`config.mk`:
```
export PLATFORM = sky130hd
export DESIGN_NAME = bsmodmul_ctrl
export DESIGN_NICKNAME = d
export VERILOG_FILES = /design/src/rtl/bsmodmul_ctrl.sv
export SDC_FILE = /design/constraint.sdc
export NUM_CORES = 1
export LEC_CHECK = 0
export ABC_AREA = 1
export CORE_MARGIN = 2
export CORE_UTILIZATION = 40
export DETAILED_ROUTE_END_ITERATION = 6
export GPL_TIMING_DRIVEN = 0
export PLACE_DENSITY = 0.81
export SYNTH_ARGS = -nofsm -noshare
export SYNTH_HDL_FRONTEND = slang
export SYNTH_SLANG_ARGS = --single-unit
```
`constraint.sdc`:
```
create_clock -name clk -period 1.83 [get_ports clk]
set_input_delay 0.2745 -clock clk [delete_from_list [all_inputs] [get_ports clk]]
set_output_delay 0.2745 -clock clk [all_outputs]
set_load 0.01 [all_outputs]
```
`src/rtl/bsmodmul_ctrl.sv`:
```
// bsmodmul_ctrl: sequencer for the bit-serial modular multiplier.
// Takes a parallel operand pair, streams operand a LSB first into the
// multiplier with a single isync strobe, and deserializes the osync-framed
// serial result into a parallel response word.
//
// Optional build macro: BSMODMUL_CTRL_TIMEOUT_EN
//   defined   -> capture must start within TIMEOUT cycles of isync, otherwise
//                the operation ends with rsp_err=1 and rsp_q=0.
//   undefined -> no watchdog; RUN waits for osync indefinitely, rsp_err=0.
//
// state | meaning
// ------+-----------------------------------------------------------------
// IDLE  | ready for a request; mm_b keeps the last latched operand
// RUN   | send a (FRAME bit-cycles) and capture q (LEN bits) concurrently
// DONE  | response valid and held until rsp_ready

module bsmodmul_ctrl #(
  parameter int LEN     = 94,
  parameter int FRAME   = 2*LEN,
  parameter int TIMEOUT = 1024
) (
  input  logic           clk,
  input  logic           reset,
  input  logic           req_valid,
  output logic           req_ready,
  input  logic [LEN-1:0] req_a,
  input  logic [LEN-1:0] req_b,
  output logic           rsp_valid,
  input  logic           rsp_ready,
  output logic [LEN-1:0] rsp_q,
  output logic           rsp_err,
  output logic           mm_a,
  output logic [LEN-1:0] mm_b,
  output logic           mm_isync,
  input  logic           mm_q,
  input  logic           mm_osync
);

  localparam int SW = $clog2(FRAME + 1);
  localparam int CW = $clog2(LEN + 1);

  localparam logic [1:0] S_IDLE = 2'd0;
  localparam logic [1:0] S_RUN  = 2'd1;
  localparam logic [1:0] S_DONE = 2'd2;

  localparam logic [SW-1:0] SCNT_LAST = SW'(FRAME - 1);
  localparam logic [SW-1:0] SCNT_LEN  = SW'(LEN);
  localparam logic [CW-1:0] CCNT_LAST = CW'(LEN - 1);
  localparam logic [CW-1:0] CCNT_FULL = CW'(LEN);

  logic [1:0]     r_state;
  logic [SW-1:0]  r_scnt;
  logic           r_send_done;
  logic [LEN-1:0] r_sh;
  logic [LEN-1:0] r_b;
  logic [LEN-1:0] r_q;
  logic           r_cap_on;
  logic [CW-1:0]  r_ccnt;

  logic w_run;
  logic w_accept;
  logic w_sending;
  logic w_send_fin;
  logic w_cap_done;
  logic w_cap_take;
  logic w_cap_fin;
  logic w_tmo_exp;
  logic w_tmo_fin;
  logic w_to_done;

  assign w_run      = (r_state == S_RUN);
  assign w_accept   = (r_state == S_IDLE) && req_valid;
  assign w_sending  = w_run && !r_send_done;
  // send finishes in the cycle that drives the last frame bit
  assign w_send_fin = r_send_done || (w_sending && (r_scnt == SCNT_LAST));

  // capture: first osync starts it, later osync pulses are don't-care
  assign w_cap_done = r_cap_on && (r_ccnt == CCNT_FULL);
  assign w_cap_take = w_run && !w_cap_done && (r_cap_on || (mm_osync && !w_tmo_exp));
  assign w_cap_fin  = w_cap_done || (w_cap_take && (r_ccnt == CCNT_LAST));

`ifdef BSMODMUL_CTRL_TIMEOUT_EN
  localparam int TW = $clog2(TIMEOUT + 1);
  logic [TW-1:0] r_tmo;
  logic          r_err;

  // an expired watchdog also blocks a late capture start
  assign w_tmo_exp = (r_tmo == '0);
  assign w_tmo_fin = w_run && !r_cap_on && w_tmo_exp;

  // watchdog: down-counter loaded at acceptance, runs from the isync cycle
  always_ff @(posedge clk or negedge reset) begin
    if (!reset) begin
      r_tmo <= '0;
    end else if (w_accept) begin
      r_tmo <= TW'(TIMEOUT);
    end else if (w_run && !r_cap_on && !w_tmo_exp) begin
      r_tmo <= r_tmo - TW'(1);
    end
  end

  // error flag: set when RUN ends without a completed capture
  always_ff @(posedge clk or negedge reset) begin
    if (!reset) begin
      r_err <= 1'b0;
    end else if (w_accept) begin
      r_err <= 1'b0;
    end else if (w_to_done) begin
      r_err <= !w_cap_fin;
    end
  end

  assign rsp_err = r_err;
`else
  logic w_unused_tmo;

  assign w_tmo_exp    = 1'b0;
  assign w_tmo_fin    = 1'b0;
  assign rsp_err      = 1'b0;
  assign w_unused_tmo = (TIMEOUT > 0);
`endif

  assign w_to_done = w_run && w_send_fin && (w_cap_fin || w_tmo_fin);

  // main sequencing FSM
  always_ff @(posedge clk or negedge reset) begin
    if (!reset) begin
      r_state <= S_IDLE;
    end else begin
      case (r_state)
        S_IDLE:  if (w_accept)  r_state <= S_RUN;
        S_RUN:   if (w_to_done) r_state <= S_DONE;
        S_DONE:  if (rsp_ready) r_state <= S_IDLE;
        default: r_state <= S_IDLE;
      endcase
    end
  end

  // send path: operand latch, serial shift of a, frame counter
  always_ff @(posedge clk or negedge reset) begin
    if (!reset) begin
      r_sh        <= '0;
      r_b         <= '0;
      r_scnt      <= '0;
      r_send_done <= 1'b0;
    end else if (w_accept) begin
      r_sh        <= req_a;
      r_b         <= req_b;
      r_scnt      <= '0;
      r_send_done <= 1'b0;
    end else if (w_sending) begin
      r_sh <= {1'b0, r_sh[LEN-1:1]};
      if (r_scnt == SCNT_LAST) begin
        r_send_done <= 1'b1;
      end else begin
        r_scnt <= r_scnt + SW'(1);
      end
    end
  end

  // capture path: shift q in from the top so the first bit lands in bit 0
  always_ff @(posedge clk or negedge reset) begin
    if (!reset) begin
      r_q      <= '0;
      r_cap_on <= 1'b0;
      r_ccnt   <= '0;
    end else if (w_accept) begin
      r_q      <= '0;
      r_cap_on <= 1'b0;
      r_ccnt   <= '0;
    end else if (w_cap_take) begin
      r_q      <= {mm_q, r_q[LEN-1:1]};
      r_cap_on <= 1'b1;
      r_ccnt   <= r_ccnt + CW'(1);
    end
  end

  assign req_ready = (r_state == S_IDLE);
  assign rsp_valid = (r_state == S_DONE);
  assign rsp_q     = r_q;
  assign mm_b      = r_b;
  // padding bits after the LEN data bits are driven as zero
  assign mm_a      = w_sending && (r_scnt < SCNT_LEN) && r_sh[0];
  assign mm_isync  = w_sending && (r_scnt == '0);

endmodule

```
# Word level (Yosys, flattened, before mapping)
# Cells that the tools add are included.
classes:
  n_eq_ne: 9
  mux: 18
  n_reduce_logical: 25
  add_sub_neg: 2
  magnitude_cmp: 1
op_table:
  columns: ["operator", "count"]
  rows:
  - ["$mux 94", 4]
  - ["$mux 8", 3]
  - ["$eq 7x7->1 const B", 2]
  - ["$mux 7", 2]
  - ["$logic_and 1x1->1", 12]
  - ["$add 8x1->8 const B", 1]
  - ["$eq 8x8->1 const B", 1]
  - ["$logic_not 8->1", 1]
  - ["$lt 8x7->1 const B", 1]
  - ["$add 7x1->7 const B", 1]
  - ["$mux 2", 3]
  - ["$ne 2x1->1 const B", 3]
  - ["$pmux 2 s3", 1]
  - ["$reduce_bool 2->1", 3]
  - ["$mux 1", 5]
  - ["$reduce_and 2->1", 2]
  - ["$logic_or 1x1->1", 3]
  - ["$reduce_and 3->1", 1]
  - ["$eq 2x1->1 const B", 1]
  - ["$eq 2x2->1 const B", 1]
  - ["$logic_not 1->1", 2]
  - ["$logic_not 2->1", 1]
  - ["$ne 2x2->1 const B", 1]
totals:
  regBits: 301
  wordCells: 63
  output_inout_bits: 193
  input_bits: 194

# Longest topological paths before layout
# Gate-level depths: netlist of run 1.
depth:
  ltp_word: 10
  mapped_depth: 10
  ltp_nobuf: 9

# Worst setup path before layout of run 1
# OpenSTA, ideal clock, no wires.
synth_path:
  path_kind: "register to output"
  startpoint: "reg r_state[1]"
  endpoint: "out mm_isync"
  path_stages_with_launch: 6
  required_time_ns: 1.556
  arrival_time_ns: 1.269
  n_path_buf: 2
  setup_slack_ns: 0.286
  path_cell_list: "dfrtp_1 -> nor2_8 -> nand2_4 -> buf_4 -> buf_2 -> nor3_1"
synth_via:
  elab_chain_len: 3
synth_lines:
  columns: ["element", "line_no", "rtl"]
  rows:
  - ["start, declared", "51", "logic [1:0] r_state;"]
  - ["start signal, assigned", "128", "r_state <= S_IDLE;"]
  - ["start signal, assigned", "131", "S_IDLE: if (w_accept) r_state <= S_RUN;"]
  - ["start signal, assigned", "132", "S_RUN: if (w_to_done) r_state <= S_DONE;"]
  - ["$eq 2x1->1", "71", "assign w_run = (r_state == S_RUN);"]
  - ["$logic_and 1x1->1", "73", "assign w_sending = w_run && !r_send_done;"]
  - ["$logic_and 1x1->1", "184", "assign mm_isync = w_sending && (r_scnt == '0);"]
  - ["end, declared", "34", "output logic mm_isync,"]
# No other way between the ends.

# Worst setup path in the final report of run 1
layout_path:
  startpoint: "reg r_state[1]"
  endpoint: "out mm_a"
layout_via:
  elab_chain_len: 4
layout_lines:
  columns: ["element", "line_no", "rtl"]
  rows:
  - ["$eq 2x1->1", "71", null]
  - ["$logic_and 1x1->1", "73", null]
  - ["$logic_and 1x1->1 (2 in series)", "183", "assign mm_a = w_sending && (r_scnt < SCNT_LEN) && r_sh[0];"]
  - ["end, declared", "32", "output logic mm_a,"]
# No other way between the ends.

==> reports/qor.csv, run 1 <==
stage,metric,value,unit
status,outcome,finished with violations,
status,violations,negative setup slack,
setup_path,worstPathArrival,1.71,ns
sta,fin_ws,-0.1561,ns
sta,skew,0.01540,ns
die,coreArea,31720,sq um
clock_network,clockBufferDepth,3,
power_and_ir_drop,power_density,773.2,nW/um^2
routing,wl_per_cell,16.83,um
layout,drive_gt1_frac,0.09082,
sta,hold_viol,0,
setup_path,start_kind,flop,
placed_design,dp_hpwl,28.32,mm
routing,drc,0,
setup_path,path_max_fanout,3,
flow_run,cap_viol_max_count,0,
synth,synth_cells,1499,
layout,final_core_util,0.5918,
placed_design,gp_congestion,0.8576,
routing,vias,12110,
global_routing,overflow,0,
power_and_ir_drop,power,0.01451,W
setup_path,critPathKind,flop to output pin,
synth,ys_seq_area_frac,0.5804,
clock_network,cts_tree,yes,
setup_path,timing.rr.end,r_sh[21],
sta,tightest_slew,0.7162,ns
routing,finalWirelength,39.75,mm
sta,fmax,503.5,MHz
synth,synthesis.area,12980,sq um
setup_path,cp-end-kind,output pin,
die,pin_count,387,
min_path,min_path_cells,3,
sta,min_period,1.986,ns
min_path,hp-start,req_b[29],
routing,drtIter0Drc,825,
layout,nets,2139,
routing,viasPerCell,5.128,
setup_path,startpoint,r_state[1],
layout,fin_cells,2362,
layout,ff_latch_area,7535,sq um
synth,synth_cell_types,31,
synth,avgSynthCellArea,8.657,sq um
clock_network,clkSinkCount,301,
clock_network,cts_buffers,34,
routing,antenna_left,0,
synth,synthArstFlopShare,1.000,
placed_design,place_inst,2288,
die,start_util,0.4092,
clock_network,clk_pin_slew,0.06,ns
layout,antenna_cells,0,
synth,synthFlopType,dfrtp_1,
layout,fillers,2659,
setup_path,cp_cell_sequence,nor2_8 > nand2_4 > buf_8 > clkinv_8 > nand4_1 > a21oi_2 > buf_4,
die,die-area,33900,sq um
placed_design,portBuffers,385,
sta,hold_ws,0.3034,ns
power_and_ir_drop,power.leakage,9.311,nW
die,die_x,184.1,um
setup_path,worst_path_largest_cell_delay,0.45,ns
global_routing,gr-usage-all-layers,0.2304,
global_routing,grt_pass1_wl,62.31,mm
setup_path,r2r_setup_slack,0.03,ns
layout,multi_input_area,4473,sq um
synth,yosys_warnings,0,
setup_path,worstPathRequired,1.56,ns
clock_network,root_buffer,clkbuf_16,
synth,syn_nets,1698,
synth,ys_ff_latch,301,
min_path,whs_endpoint,mm_b[29],
clock_network,clock_latency,0.51,ns
sta,final-setup-viol-count,2,
min_path,hp-class,input port to flop,
die,rows,65,
sta,fin_crit_sh,1.085,
routing,dr.pass1.iters,5,
layout,area_growth,44.65,%
sta,slew_violations,0,
die,dieHeight,184.1,um
setup_path,worst_path_max_delay_cell,dfrtp_2,
global_routing,grt_max_degree,119,
setup_path,reg2reg_from,r_state[1],
synth,synth_edf_count,0,
global_routing,antenna_found_initial,0,
setup_path,reg2reg_depth,9,
clock_network,htreeDepth,2,
global_routing,grt_pass1_vias,11730,
sta,relSlewSlack,0.5226,
sta,rsz0062_at_grt,true,
power_and_ir_drop,max-vdd-ir-drop,0.0004590,V
[registers in the layout (all words and copies together) (netlist names)]
| signal | count |
|---|---|
| rsp_q | 94 |
| r_state | 2 |
| r_sh | 94 |
| r_send_done | 1 |
| r_cap_on | 1 |
| r_ccnt | 7 |
| mm_b | 94 |
| r_scnt | 8 |
[how the worst max path moves through the flow]
| stage | end | cells after the start |
|---|---|---|
| floorplan | mm_isync | 5 |
| global placement | rsp_q[57] | 1 |
| detailed placement | mm_a | 7 |
| CTS | mm_a | 7 |
| global route | mm_a | 7 |
| finish | mm_a | 7 |
[cell usage after synthesis, drive strengths merged (2+ instances only)]
master    n  area, sq um
nand4     2        12.51
nand2   439         1665
nor2     20        98.85
dfrtp   301         7532
clkbuf   36        137.6
a21oi     4        20.02
buf      71        439.2
o21ai   276         1381
o211ai    3        22.52
inv     114        427.9
ha        5        62.56
xor2      3        26.28
nand3   217         1091
nor3      2        10.01
[per-stage QoR]
stage / setup TNS (ns) / setup WS, ns / instance area (sq um)
after floorplan: 0 / 0.2864 / 12980
after global placement: -3787.03 / -12.60 / 17330
after detailed placement: -5.350 / -0.4858 / 17390
after CTS: -0.2831 / -0.1793 / 18640
after global routing: -0.4529 / -0.2353 / 18770
final: -0.2688 / -0.1561 / 18770
[repair_timing]
action,in CTS,in global routing
pin swaps,2,2
hold buffers,1,0
resized for setup,31,54
cloned,0,1
endpoints found under the setup margin,4,213
setup buffers,8,8
hold endpoints to repair,89,0
[kinds of logic (layout without fill, tap and decap cells)]
logic type / after synthesis / in the layout / synth area share
AND/OR/NAND/NOR: 682 / 682 / 0.2227
flip-flops: 301 / 301 / 0.5804
AO/OA/AOI/OAI: 285 / 285 / 0.1116
buffers and inverters: 221 / 682 / 0.07742
adder cells (fa/ha/maj): 5 / 5 / 0.004821
XOR/XNOR: 4 / 4 / 0.002700
other: 1 / 1 / 0.0002890
[final cells by class]
type	count	share of cell area
Clock inverter	5	0.003999
Multi-Input combinational cell	977	0.2383
Inverter	114	0.02346
Buffer	107	0.03379
Sequential cell	301	0.4014
Tap cell	402	0.02679
Clock buffer	51	0.05692
Timing Repair Buffer	405	0.2154
[layout by cell type (no fill, tap or decap), drive strengths merged]
cell	Yosys	final
a21oi	4	4
conb	1	1
clkbuf	36	95
clkdlybuf4s15	0	1
dlygate4sd3	0	1
buf	71	86
dfrtp	301	301
nor2	20	20
nand2	439	439
bufinv	0	2
nand3	217	217
clkdlybuf4s50	0	380
o211ai	3	3
o22ai	1	1
xnor2	1	1
xor2	3	3
a21boi	1	1
nand4	2	2
inv	114	113
ha	5	5
or2	1	1
nor4	1	1
clkinv	0	4
nor3	2	2
o21ai	276	276
[critical path, delay by kind of cell, from the launching register on]
kind                   cells  cell delay, ns
flip-flops                 1            0.45
buffers and inverters      3            0.32
AO/OA/AOI/OAI              1            0.14
AND/OR/NAND/NOR            3            0.28
[power by group]
part | internal (W) | total (W) | leakage (nW) | switching [W]
Combinational | 0.000493 | 0.000778 | 5.18 | 0.000286
Clock | 0.00429 | 0.00697 | 0.567 | 0.00268
Sequential | 0.00671 | 0.00676 | 3.56 | 0.0000488
[routing by layer]
layer,share of wire,track usage,up-vias
met5,0,0,-
met4,0.034,0.08160,0
met3,0.076,0.05137,85
met2,0.48,0.3760,473
met1,0.41,0.3030,5819
li1,-,-,5736
Power figures use the tool's default switching activity.
==> inputs of run 2 (changes only) <==
GPL_ROUTABILITY_DRIVEN = 0   (was not set)
==> run 2 against run 1 <==
Effect of this change: sequential share of layout area decreased by 0.21 points; total power grew 1.7%; cell count up 0.21%; worst hold slack improved by 0.0014 ns; largest cell class unchanged; clock power is 3.6% higher; core utilization increased by 0.31 points; global-route usage barely moved; routed wire length is essentially flat; clock-buffer cell count increased by 2; via count is 1.2% higher; the flow still finishes with violations (negative setup slack).
==> reports/qor.csv, run 2 (synthesis results as in run 1) <==
stage,metric,value,unit,change
sta,final-setup-viol-count,2,,unchanged
clock_network,clk_pin_slew,0.06,ns,about the same
layout,antenna_cells,0,,unchanged
power_and_ir_drop,max-vdd-ir-drop,0.0004760,V,+3.7%
die,die_x,184.1,um,unchanged
clock_network,clock_latency,0.51,ns,about the same
setup_path,start_kind,flop,,
sta,tightest_slew,0.6154,ns,-0.1008 ns
setup_path,r2r_setup_slack,0.06,ns,+0.03 ns
routing,wl_met2,18.96,mm,-0.87%
die,dieHeight,184.1,um,unchanged
layout,layout_common_cells,"nand2_1, clkdlybuf4s50_1, dfrtp_1",,
sta,rsz0062_at_grt,true,,
die,coreArea,31720,sq um,unchanged
placed_design,post-place-ws,-0.5032,ns,-0.01746 ns
sta,slew_violations,0,,unchanged
die,pin_count,387,,unchanged
placed_design,placed_cell_area,17390,sq um,unchanged
global_routing,antenna_found_initial,1,,+1
global_routing,grt_max_degree,123,,+3.4%
setup_path,timing.rr.end,mm_b[71],,
power_and_ir_drop,power.leakage,9.353,nW,+0.45%
setup_path,endpoint,mm_a,,
routing,wl_per_cell,16.80,um,-0.13%
sta,hold_viol,0,,unchanged
routing,drtIter0Drc,865,,+4.8%
setup_path,cp-end-kind,output pin,,
sta,relSlewSlack,0.5897,,+0.06718
setup_path,worst_path_max_delay_cell,dfrtp_2,,
clock_network,clockBufferDepth,3,,unchanged
clock_network,root_buffer,clkbuf_16,,
routing,dr_wl_met3,2.889,mm,-4.0%
sta,skew,0.02140,ns,+0.006000 ns
setup_path,startpoint,r_state[1],,
setup_path,path_max_fanout,4,,+1
global_routing,overflow,0,,unchanged
die,rows,65,,unchanged
clock_network,clkSinkCount,301,,unchanged
routing,antenna_left,0,,unchanged
clock_network,htreeDepth,2,,unchanged
routing,met1_length,16.34,mm,+0.43%
global_routing,grt_pass1_wl,62.25,mm,about the same
layout,final_common_cell,nand2_1,,
sta,min_period,2.009,ns,+0.02251 ns
clock_network,cts_tree,yes,,
routing,finalWirelength,39.78,mm,about the same
layout,nets,2140,,+0.047%
die,die-area,33900,sq um,unchanged
min_path,hp-class,input port to flop,,
layout,fin_area,18870,sq um,+0.53%
routing,top_layer,met5,,
placed_design,portBuffers,385,,unchanged
routing,vias,12260,,+1.2%
sta,fmax,497.9,MHz,-1.1%
setup_path,worst_path_largest_cell_delay,0.44,ns,about the same
sta,fin_ws,-0.1786,ns,-0.02251 ns
placed_design,dp_hpwl,28.15,mm,-0.61%
setup_path,worstPathArrival,1.73,ns,+0.02 ns
sta,fin_crit_sh,1.098,,+0.01230
routing,dr.pass1.iters,5,,unchanged
setup_path,reg2reg_from,r_state[1],,
status,violations,negative setup slack,,
status,outcome,finished with violations,,
die,start_util,0.4092,,unchanged
setup_path,worstPathRequired,1.56,ns,about the same
routing,viasPerCell,5.180,,+1.0%
power_and_ir_drop,power_density,782.6,nW/um^2,+1.2%
setup_path,critPathKind,flop to output pin,,
setup_path,cp_cell_sequence,nor2_8 > nand2_4 > buf_12 > clkinv_8 > nand4_1 > a21oi_2 > buf_4,,
routing,drc,0,,unchanged
clock_network,cts_buffers,35,,+2.9%
sta,tns,-0.3054,ns,-0.03657 ns
layout,area_growth,45.41,%,
global_routing,gr-usage-all-layers,0.2305,,about the same
layout,fillers,2631,,-1.1%
layout,drive_gt1_frac,0.09415,,+0.003331
flow_run,cap_viol_max_count,0,,unchanged
global_routing,grt_pass1_vias,11910,,+1.5%
setup_path,reg2reg_depth,9,,unchanged
-- run 2: changes by cell type in the layout (fill, tap and decap cells not counted), sizes merged --
cell	change
buf	+8
clkbuf	-5
clkinvlp	+2
clkdlybuf4s15	-1
clkinv	+1
-- run 2: final cells by class --
| cell class | count | area (sq um) | area share |
|---|---|---|---|
| plain buffers | 107 | 673.1 | 0.03567 |
| clock buffers | 53 | 1116 | 0.05914 |
| clock inverters | 8 | 95.09 | 0.005039 |
| inverters | 114 | 440.4 | 0.02334 |
| multi-input cells | 977 | 4468 | 0.2368 |
| flip-flops and latches | 301 | 7535 | 0.3993 |
| well taps | 402 | 503.0 | 0.02665 |
| repair buffers | 405 | 4040 | 0.2141 |
-- run 2: per-layer routing --
layer / vias to the layer above / GRT usage
met5: - / 0
met2: 507 / 0.3752
met3: 100 / 0.05118
met1: 5895 / 0.3008
met4: 2 / 0.08992
li1: 5758 / -
-- run 2: power breakdown --
group | leakage, nW | internal, W | switching [W] | total, W
clock network | 0.597 | 0.00448 | 0.00275 | 0.00722
registers | 3.56 | 0.00671 | 0.0000512 | 0.00676
logic | 5.20 | 0.000493 | 0.000286 | 0.000779
total | 9.35 | 0.0117 | 0.00308 | 0.0148
-- run 2: how the worst min path moves through the flow --
stage                     startpoint       end  slack, ns  cells after the start
after detailed placement       reset  mm_b[27]       0.30                      1
after global routing       req_b[24]  mm_b[24]       0.30                      3
after floorplan                reset   mm_b[0]      -0.02                      0
final                      req_b[19]  mm_b[19]       0.30                      3
after global placement      mm_b[58]  mm_b[58]       0.46                      2
after CTS                   req_b[9]   mm_b[9]       0.29                      3
-- run 2: through the flow --
step	cells	power [W]	utilization	hold WS, ns
final	2367	0.01477	0.5950	0.3048
after detailed placement	2288	0.007666	0.5484	0.2980
after global routing	2367	0.01526	0.5950	0.3003
after global placement	2286	0.007648	0.5465	0.4607
after CTS	2357	0.01492	0.5899	0.2876
after floorplan	1499	0.006951	-	-0.02109
-- run 2: timing repair --
action / in CTS / in global routing
pin swaps: 2 / 3
buffers inserted: 7 / 9
endpoints found under the hold margin: 69 / 0
resized for setup: 28 / 83
gates cloned: 0 / 1
hold buffers: 1 / 0
endpoints found under the setup margin: 4 / 90
-- run 2: critical path: cells and delay by family (launching register included) --
kind,cells,cell delay [ns]
compound gates,1,0.14
simple gates,3,0.31
buf+inv,3,0.33
flops,1,0.44
==> inputs of run 3 (changes only) <==
CTS_BUF_LIST = sky130_fd_sc_hd__clkbuf_4 sky130_fd_sc_hd__clkbuf_8 sky130_fd_sc_hd__clkbuf_16   (was not set)
==> run 3 against run 2 <==
Effect of this change: the flow still finishes with violations (negative setup slack); clock power grew 0.7%; critical path depth is the same; via count shrank 0.23%; non-clock buffer count is the same; largest cell class unchanged; largest power group unchanged.
==> reports/qor.csv, run 3 (synthesis results as in run 1) <==
stage,metric,value,unit,change
status,outcome,finished with violations,,
status,violations,negative setup slack,,
sta,final-setup-viol-count,2,,unchanged
clock_network,clkSinkCount,301,,unchanged
sta,hold_viol,0,,unchanged
sta,slew_violations,0,,unchanged
layout,final_core_util,0.5953,,about the same
die,pin_count,387,,unchanged
setup_path,endpoint,mm_a,,
die,start_util,0.4092,,unchanged
setup_path,cp-end-kind,output pin,,
layout,antenna_cells,0,,unchanged
routing,drtIter0Drc,851,,-1.6%
setup_path,worstPathRequired,1.56,ns,about the same
die,coreArea,31720,sq um,unchanged
sta,fmax,497.7,MHz,about the same
clock_network,clock_latency,0.51,ns,about the same
setup_path,r2r_setup_slack,0.06,ns,about the same
setup_path,start_kind,flop,,
die,rows,65,,unchanged
global_routing,gr-usage-all-layers,0.2305,,about the same
sta,hold_ws,0.3050,ns,+0.0002740 ns
layout,fin_area,18880,sq um,about the same
clock_network,root_buffer,clkbuf_16,,
global_routing,grt_pass1_wl,62.24,mm,about the same
sta,fin_ws,-0.1793,ns,-0.0006850 ns
die,dieHeight,184.1,um,unchanged
routing,antenna_left,0,,unchanged
setup_path,reg2reg_from,r_state[1],,
setup_path,timing.rr.end,mm_b[10],,
layout,layout_common_cells,"nand2_1, clkdlybuf4s50_1, dfrtp_1",,
clock_network,htreeDepth,2,,unchanged
layout,area_growth,45.50,%,about the same
global_routing,overflow,0,,unchanged
flow_run,cap_viol_max_count,0,,unchanged
power_and_ir_drop,max-vdd-ir-drop,0.0004758,V,about the same
placed_design,dp_hpwl,28.15,mm,unchanged
sta,relSlewSlack,0.5892,,about the same
clock_network,clockBufferDepth,3,,unchanged
layout,drive_gt1_frac,0.09567,,+0.001527
sta,min_period,2.009,ns,+0.0006850 ns
placed_design,placed_cell_area,17390,sq um,unchanged
power_and_ir_drop,power,0.01481,W,+0.32%
setup_path,worstPathArrival,1.73,ns,about the same
routing,viasPerCell,5.169,,-0.23%
sta,skew,0.02092,ns,-0.0004798 ns
power_and_ir_drop,power_density,784.6,nW/um^2,+0.26%
power_and_ir_drop,power.leakage,9.363,nW,+0.11%
die,die-area,33900,sq um,unchanged
clock_network,cts_buffers,35,,unchanged
routing,dr.pass1.iters,7,,+2
setup_path,reg2reg_depth,8,,-1
min_path,hp-start,req_b[19],,
setup_path,critPathKind,flop to output pin,,
layout,nets,2140,,unchanged
global_routing,antenna_found_initial,1,,unchanged
global_routing,grt_pass1_vias,11910,,+0.0084%
sta,fin_crit_sh,1.098,,about the same
routing,vias,12230,,-0.23%
placed_design,post-place-ws,-0.5032,ns,unchanged
setup_path,startpoint,r_state[1],,
setup_path,path_max_fanout,4,,unchanged
global_routing,grt_max_degree,123,,unchanged
clock_network,cts_tree,yes,,
min_path,hp-class,input port to flop,,
sta,rsz0062_at_grt,true,,
layout,final_common_cell,nand2_1,,
clock_network,clk_pin_slew,0.06,ns,about the same
layout,fillers,2628,,-0.11%
die,die_x,184.1,um,unchanged
placed_design,portBuffers,385,,unchanged
routing,drc,0,,unchanged
sta,tightest_slew,0.6162,ns,+0.0008625 ns
routing,finalWirelength,39.76,mm,about the same
routing,wl_per_cell,16.80,um,about the same
==> run 3: cell counts in the layout (fill, tap and decap cells not counted) <==
No cell type changed its count.
==> run 3: cell type report <==
class	instances	area [sq um]	area share
flip-flops and latches	301	7535	0.3990
plain buffers	107	673.1	0.03565
well taps	402	503.0	0.02664
multi-input cells	977	4468	0.2366
clock buffers	53	1127	0.05970
inverters	114	440.4	0.02333
repair buffers	405	4040	0.2140
clock inverters	8	95.09	0.005036
==> run 3: worst min-delay path by stage <==
stage	to	depth (start not counted)
after detailed placement	mm_b[27]	1
final	mm_b[19]	3
after CTS	mm_b[9]	3
after global routing	mm_b[24]	3
after floorplan	mm_b[0]	0
after global placement	mm_b[58]	2
==> run 3: power breakdown <==
| group | total (W) | leakage, nW | internal, W | switching (W) |
|---|---|---|---|---|
| Sequential | 0.00676 | 3.56 | 0.00671 | 0.0000511 |
| Combinational | 0.000779 | 5.20 | 0.000493 | 0.000286 |
| Clock | 0.00727 | 0.607 | 0.00452 | 0.00275 |
==> run 3: critical path, cell delays in order, from the launching register on <==
cell      delay [ns]
dfrtp_2         0.44
nor2_8          0.14
nand2_4         0.07
buf_12          0.14
clkinv_8        0.04
nand4_1         0.10
a21oi_2         0.14
buf_4           0.15
==> run 3: stage by stage <==
stage,setup TNS (ns),std cells
after floorplan,0,1499
after global placement,-3755.20,2286
after detailed placement,-5.859,2288
after CTS,-0.3379,2357
after global routing,-0.6710,2367
final,-0.3050,2367
==> run 3: routing by layer <==
layer / track usage / part of all wire / up-vias
met5: 0 / 0.00040 / -
met1: 0.3003 / 0.41 / 5904
met2: 0.3760 / 0.48 / 473
li1: - / - / 5755
met3: 0.05118 / 0.071 / 100
met4: 0.08992 / 0.040 / 2
==> run 3: what timing repair did <==
item,4_1_cts,5_1_grt
pin swaps,2,3
resized for setup,28,83
endpoints found under the hold margin,69,0
setup buffers,7,9
cloned,0,1
hold buffers,1,0
endpoints found under the setup margin,4,90
